## config.mk

```make
export PLATFORM = sky130hd
export DESIGN_NAME = clint_timer
export DESIGN_NICKNAME = d
export VERILOG_FILES = /design/src/rtl/clint_timer.sv
export SDC_FILE = /design/constraint.sdc
export NUM_CORES = 1
export LEC_CHECK = 0
export CAP_MARGIN = 15
export CORE_MARGIN = 10
export CORE_UTILIZATION = 60
export DETAILED_ROUTE_END_ITERATION = 6
export PLACE_DENSITY = 0.93
export REMOVE_ABC_BUFFERS = 1
export SYNTH_ARGS = -nofsm -noshare
export SYNTH_HDL_FRONTEND = slang
export SYNTH_SLANG_ARGS = --single-unit
```

## constraint.sdc

```tcl
create_clock -name clock -period 3.55 [get_ports clock]
set_input_delay 0.71 -clock clock [delete_from_list [all_inputs] [get_ports clock]]
set_output_delay 0.71 -clock clock [all_outputs]
set_load 0.02 [all_outputs]
```

## src/rtl/clint_timer.sv

```systemverilog
// Single-hart CLINT: 64-bit mtime/mtimecmp and msip behind a 32-bit Wishbone-style slave.
// Raises mtip when mtime >= mtimecmp; exports mtime for the time CSR.
module clint_timer #(
    parameter int unsigned CLOCK_DIV      = 1,
    parameter logic [63:0] MTIMECMP_RESET = 64'hFFFF_FFFF_FFFF_FFFF
) (
    input  logic        clock,
    input  logic        reset,
    input  logic        cyc,
    input  logic        stb,
    input  logic        we,
    input  logic [15:0] addr,
    input  logic [3:0]  sel,
    input  logic [31:0] dat_i,
    output logic [31:0] dat_o,
    output logic        ack,
    output logic        msip,
    output logic        mtip,
    output logic [63:0] mtime_o
);

    localparam int unsigned PW = (CLOCK_DIV > 1) ? $clog2(CLOCK_DIV) : 1;
    localparam logic [PW-1:0] PrescMax = PW'(CLOCK_DIV - 1);

    typedef enum logic [2:0] {RegNone, RegMsip, RegCmpLo, RegCmpHi, RegTimeLo, RegTimeHi} reg_e;

    logic [PW-1:0] presc_q, presc_d;
    logic [63:0]   mtime_q, mtime_d;
    logic [63:0]   cmp_q, cmp_d;
    logic          msip_q, msip_d;
    logic          mtip_q, mtip_d;
    logic          ack_q, ack_d;
    logic [31:0]   dat_q, dat_d;
    logic [31:0]   rdata;
    logic          req, wr, tick;
    reg_e          reg_sel;

    // Word offset only; the byte offset within a word has no meaning here.
    logic unused_addr;
    assign unused_addr = ^addr[1:0];

    function automatic logic [31:0] merge_bytes(input logic [31:0] old_val,
                                                input logic [31:0] new_val,
                                                input logic [3:0]  lanes);
        logic [31:0] res;
        res = old_val;
        for (int i = 0; i < 4; i++) begin
            if (lanes[i]) res[i*8 +: 8] = new_val[i*8 +: 8];
        end
        return res;
    endfunction

    always_comb begin
        case (addr[15:2])
            14'h0000: reg_sel = RegMsip;
            14'h1000: reg_sel = RegCmpLo;
            14'h1001: reg_sel = RegCmpHi;
            14'h2FFE: reg_sel = RegTimeLo;
            14'h2FFF: reg_sel = RegTimeHi;
            default:  reg_sel = RegNone;
        endcase
    end

    always_comb begin
        req     = cyc & stb & ~ack_q;
        wr      = req & we;
        tick    = (presc_q == PrescMax);
        presc_d = tick ? '0 : presc_q + 1'b1;
        mtime_d = tick ? mtime_q + 64'd1 : mtime_q;
        cmp_d   = cmp_q;
        msip_d  = msip_q;
        mtip_d  = (mtime_q >= cmp_q);
        ack_d   = req;

        case (reg_sel)
            RegMsip:   rdata = {31'd0, msip_q};
            RegCmpLo:  rdata = cmp_q[31:0];
            RegCmpHi:  rdata = cmp_q[63:32];
            RegTimeLo: rdata = mtime_q[31:0];
            RegTimeHi: rdata = mtime_q[63:32];
            default:   rdata = '0;
        endcase
        dat_d = (req & ~we) ? rdata : '0;

        // A bus write to mtime overrides the tick increment for the whole 64-bit value.
        if (wr) begin
            case (reg_sel)
                RegMsip:   if (sel[0]) msip_d = dat_i[0];
                RegCmpLo:  cmp_d[31:0]  = merge_bytes(cmp_q[31:0], dat_i, sel);
                RegCmpHi:  cmp_d[63:32] = merge_bytes(cmp_q[63:32], dat_i, sel);
                RegTimeLo: mtime_d = {mtime_q[63:32], merge_bytes(mtime_q[31:0], dat_i, sel)};
                RegTimeHi: mtime_d = {merge_bytes(mtime_q[63:32], dat_i, sel), mtime_q[31:0]};
                default:   ;
            endcase
        end
    end

    always_ff @(posedge clock) begin
        if (reset) begin
            presc_q <= '0;
            mtime_q <= '0;
            cmp_q   <= MTIMECMP_RESET;
            msip_q  <= 1'b0;
            mtip_q  <= 1'b0;
            ack_q   <= 1'b0;
            dat_q   <= '0;
        end else begin
            presc_q <= presc_d;
            mtime_q <= mtime_d;
            cmp_q   <= cmp_d;
            msip_q  <= msip_d;
            mtip_q  <= mtip_d;
            ack_q   <= ack_d;
            dat_q   <= dat_d;
        end
    end

    assign dat_o   = dat_q;
    assign ack     = ack_q;
    assign msip    = msip_q;
    assign mtip    = mtip_q;
    assign mtime_o = mtime_q;

endmodule

```

* Word level (Yosys, flattened, before mapping)
Index checks and enable logic that the tools add are counted.
** Word-level totals
- Memories kept :: 0
- Logic and storage cells :: 80
- Memory bits (read-only) :: 0
- Bits in latches :: 0
- Output and inout port bits :: 99
- Memory bits (writable) :: 0
- Register bits after elaboration :: 164
** Operators by class
- Bitwise operators :: 8
- Add/sub/neg operators :: 2
- Shift-type cells :: 0
- Multiplexer cells :: 9
- $mul :: 0
- Div/mod/pow operators :: 0
- Equality and inequality tests :: 19
- Reductions and logical operators :: 20
- $lt $le $gt $ge :: 1
** Operators with widths (number)
- $pmux W32 S5 :: 1
- $mux W64 :: 2
- $pmux W64 S2 :: 1
- $add A64 B1 Y64 const B :: 1
- $ge A64 B64 Y1 :: 1
- $mux W8 :: 4
- $eq A14 B13 Y1 const B :: 2
- $eq A14 B14 Y1 const B :: 2
- $reduce_and A3 Y1 :: 9
- $ne A3 B3 Y1 const B :: 8
- $reduce_and A2 Y1 :: 8
- $pmux W3 S5 :: 1
- $logic_not A14 Y1 :: 1
- $eq A3 B2 Y1 const B :: 2
- $eq A3 B3 Y1 const B :: 2
- $and A1 B1 Y1 :: 4
- $ne A2 B2 Y1 const B :: 2
- $not A1 Y1 :: 4
- $reduce_or A2 Y1 :: 2
- $eq A3 B1 Y1 const B :: 1
- $add A1 B1 Y1 const B :: 1

* Depth between registers and ports, before layout
- Word-level depth :: 5
- Mapped depth :: 10
- Depth with buffers taken out :: 8

* Worst setup path before layout
Ideal clock, no wire load.
- Path type :: in2reg
- From :: in addr[14]
- To :: reg mtime_q[17] (netlist: mtime_o[17])
- Arrival time :: 2.467 ns
- Required time :: 3.431 ns
- Stages :: 9
- Path buffers :: 3
- Setup slack :: 0.965 ns
- Path through :: nand4b_1 > or4_1 > buf_2 > or2_1 > buf_4 > a21o_1 > buf_2 > o21a_1 > o221a_2
** On the way
- Word-level cells in the longest chain between the ends :: 5
- Elaborated cells on any way between the ends :: 13
- Those cells by class :: 8 x eq/ne; 3 x mux; 2 x reduce/logical
** Ends and longest elaborated chain
- start: declaration :: RTL line 12 : input logic [15:0] addr,
- $eq A14 B14 Y1 (tied with other cells) :: RTL line 54 : case (addr[15:2])
- $pmux W3 S5 * :: RTL line 54
- $eq A3 B3 Y1 :: RTL line 87 : case (reg_sel)
- $pmux W64 S2 (tied with other cells) :: RTL line 87
- $mux W64 / $reduce_and A2 Y1 (equally long branches)
- end signal: assignment :: RTL line 109 : mtime_q <= mtime_d;
- end: declaration :: RTL line 28 : logic [63:0] mtime_q, mtime_d;
Mark *: on every way between the ends. The rest lies on a longest branch, timed or not.
A chain may end at the register's enable or synchronous reset.

* Worst setup path after layout
- From :: reg mtime_q[0] (netlist: mtime_o[0])
- To :: reg mtip_q (netlist: mtip)
** On the way
- Word-level cells in the longest chain between the ends :: 1
** Ends and longest elaborated chain
- $ge A64 B64 Y1 :: RTL line 72 : mtip_d = (mtime_q >= cmp_q);
- end signal: assignment :: RTL line 112 : mtip_q <= mtip_d;
- end: declaration :: RTL line 31 : logic mtip_q, mtip_d;
Every way passes these cells.

==> summary.txt <==
Clock network
  • PostCTS Resize Cnt: 0
  • Worst-skew pair later-pin latency: 0.44 ns
  • Total number of H-tree levels: 4
  • Postcts setup bufs: 0
  • Buffers from clock root to sink, at most: 2
  • Number of sinks on the clock net: 164
  • Total of hold buffers inserted after clock tree synthesis: 0
  • TritonCTS clock tree: yes
  • TritonCTS Buffers: 17
  • Clock input transition at the sequential cells of the worst setup and hold paths: 0.07 ns
  • Clock tree root driver cell: clkbuf_16

Routing
  • Routed via count: 10907
  • Detailed-routing iteration count for the pre-antenna-repair pass: 7
  • Violation count after the first detailed-route iteration: roughly 1400
  • DR vias/cell: 6.86
  • Post-DRT Antenna Nets: 0
  • Wire length reported by the detailed router: approximately 36000 um
  • WL per Instance: 22.4 um
  • Residual DRC: 0

Pwr
  • Sequential group share of total power: 47.0%
  • Internal power: between 3000 and 4000 uW
  • Power dissipated by switching net loads: between 900 and 1000 uW
  • Power density over the cells: 311 nW/um^2
  • IR Drop Worst-Case VDD: 354 uV
  • Switching portion of total power: 23.3%
  • Static Leakage: between 0.005 and 0.006 uW
  • Combinational Power Share: 5.5%
  • Overall power: 3940 uW
  • Clk pwr share: between 40% and 50%

Global routing
  • GR Overflow Total: 0
  • Number of global-route vias before repair: 10752
  • Number of antenna violations at the first check in global routing: 0
  • Global-route wire length before repair: 56200 um
  • Largest net degree at the start of global routing: 62
  • Total global-route track usage: between 30 and 40%

Synth
  • Number of enable flip-flop cells after synthesis: 0
  • Count of state elements after synthesis: roughly 160
  • Area share of the largest cell type after synthesis: roughly a third
  • Synth Warn #: 0
  • Count of unique library cells instantiated by Yosys: 90
  • Biggest area consumer among synthesized cells: dfxtp_1
  • Sequential area share after synthesis: 31.8%
  • Post-synthesis cell count: 1223
  • Ranking of synthesized cells by area: dfxtp_1 32%, mux2i_1 11%, ha_1 7.9%
  • Top flip-flop cell by instance count after synthesis: dfxtp_1
  • Share of flip-flops with an asynchronous set or reset after synthesis: 0%
  • Synthesized area per cell: 8.43 um^2
  • Mapped cell area: 10300 um^2

Die
  • Die X: ~150 um
  • # IOs: between 150 and 200
  • Initial core utilization: 61.8%
  • Core Area: 16700 um^2
  • Standard-cell row count: 47
  • Die Span Y: 151 um
  • Die footprint: 22800 um^2

Timing
  • Hold Violations, Final: 0
  • Largest clock skew in the final design: 0.00847 ns
  • Setup repair after global routing missed its margin: false
  • Setup TNS: 0 ns
  • Final critical path time including I/O delays and setup: approximately 3.2 ns
  • Max-slew violation count: 0
  • Tcrit/Tclk final: a little over 90%
  • Number of setup violations in the final report: 0
  • Maximum clock frequency: 0.311 GHz
  • Final worst setup slack: 0.331 ns
  • Max_slew headroom: 31.1%
  • Slew of the pin with the lowest slew margin: 1.03 ns

Run status
  • Run status: finished clean

Setup path
  • CP required: 3.84 ns
  • Critical path data arrival time: 3.51 ns
  • Startpoint types: register
  • Critical Path End Type: register
  • Worst Path Max Fanout: 8
  • Crit Path Class: register to register

Layout
  • Area growth from synthesis to layout: 22.7%
  • Fin nets: 1481
  • Utilization after layout: 75.8%
  • Diode insertion count for antenna repair: 0
  • Final std cells w/o fill: 1590
  • Share of final-layout standard cells stronger than drive strength 1: under 10%

Placed design
  • Port Buffer Count: 153
  • Gp weighted congestion: 0.958
  • Post-Place Cells: 1560
  • HPWL Detailed: approximately 25000 um
  • Worst-case setup slack after placement: 0.0268 ns

Run
  • Number of violations of the max-capacitance limit: 0

Hold path
  • Hold crit path type: register to register
[state kept, by name, summed over array words and instances, names as in the netlist]
name and flops:
dat_o 32, msip 1, presc_q 1, ack 1, cmp_q 64, mtip 1
mtime_o 64
[critical path, cell delays in order, from the launching register on]
cell and delay [ns]:
dfxtp_1 0.50, inv_1 0.09, ha_1 0.29, nand2b_1 0.15, a2111o_1 0.46, a311oi_1 0.82
a21oi_1 0.17, o41ai_1 0.44, a31oi_1 0.15
[kinds of logic after synthesis]
logic type | Yosys count | synth area share (%)
other | 1 | 0.0364
AO/OA/AOI/OAI | 302 | 20.8
buffers and inverters | 149 | 5.99
AND/OR/NAND/NOR | 429 | 22.5
XOR/XNOR | 2 | 0.170
flip-flops | 164 | 31.8
adder cells (fa/ha/maj) | 65 | 7.88
multiplexers | 111 | 10.8
[cell type report]
class,instances,area (um^2)
clock buffer,22,474
inverter,82,308
multi-input combinational,910,6430
sequential,164,3280
clock inverter,8,101
tap,220,275
fill,1184,4040
timing repair buffer,184,1780
[worst paths after layout]
kind / start / end / slack, ns / depth (start not counted)
max: mtime_o[0] / mtip / 0.33 / 8
min: ack / ack / 0.47 / 1
max reg2reg: mtime_o[0] / mtip / 0.33 / 8
min reg2reg: ack / ack / 0.47 / 1
[stage by stage]
stage	hold WS [ns]	area [um^2]
floorplan	0.458	10000
global placement	0.450	12100
detailed placement	0.440	12100
CTS	0.466	12700
global route	0.503	12700
finish	0.474	12700
[Yosys cell counts (5+ instances only)]
| library cell | count |
|---|---|
| o31a_1 | 5 |
| a21oi_1 | 63 |
| o21a_1 | 6 |
| inv_1 | 81 |
| a31oi_1 | 16 |
| clkbuf_1 | 40 |
| and3_1 | 29 |
| o22a_1 | 31 |
| ha_1 | 65 |
| dfxtp_1 | 164 |
| nand2_1 | 117 |
| nor4_2 | 5 |
| nor4_1 | 18 |
| and2_1 | 7 |
| nand3_1 | 36 |
| mux2i_1 | 110 |
| a211oi_1 | 9 |
| a221oi_1 | 7 |
| o211ai_1 | 14 |
| nor2_1 | 87 |
| nor3_1 | 27 |
| or3_1 | 10 |
| and4_1 | 12 |
| nand4_1 | 36 |
| a211o_1 | 17 |
| o21ai_0 | 51 |
| buf_2 | 15 |
| a311oi_1 | 9 |
| a21o_1 | 13 |
[routing by layer]
layer  vias to the layer above  GRT usage [%]  routed length, um
met5                         -              0                  0
met4                         0           16.6               1870
met3                       199           8.47               4160
met2                       789           49.2              16200
met1                      5081           36.5              13300
li1                       4838              -                  -
[layout by cell type, fill, tap and decap left out, types with 5 or more instances in the layout]
cell             netlist  routed
dfxtp_1              164     164
clkdlybuf4s50_1        0     151
nand2_1              117     117
mux2i_1              110     110
nor2_1                87      86
inv_1                 81      81
ha_1                  65      65
a21oi_1               63      63
o21ai_0               51      51
nand3_1               36      36
nand4_1               36      36
o22a_1                31      31
buf_4                  2      30
and3_1                29      29
nor3_1                27      27
nor4_1                18      18
a211o_1               17      17
clkbuf_16              0      17
a31oi_1               16      16
o211ai_1              14      14
a21o_1                13      13
and4_1                12      12
or3_1                 10      10
a211oi_1               9       9
a311oi_1               9       8
and2_1                 7       7
a221oi_1               7       7
o21a_1                 6       6
nor4_2                 5       5
o31a_1                 5       5
[power by group through the flow]
| stage | Sequential, uW | Clock, uW | Combinational [uW] |
|---|---|---|---|
| 3_3_place_gp | 1890 | 0 | 207 |
| 6_report | 1850 | 1870 | 218 |
| 5_1_grt | 1850 | 1940 | 226 |
| 3_5_place_dp | 1890 | 0 | 210 |
| 4_1_cts | 1850 | 1850 | 211 |
| 2_1_floorplan | 1890 | 0 | 53.4 |
No activity file was read; power rests on OpenSTA's default activity.
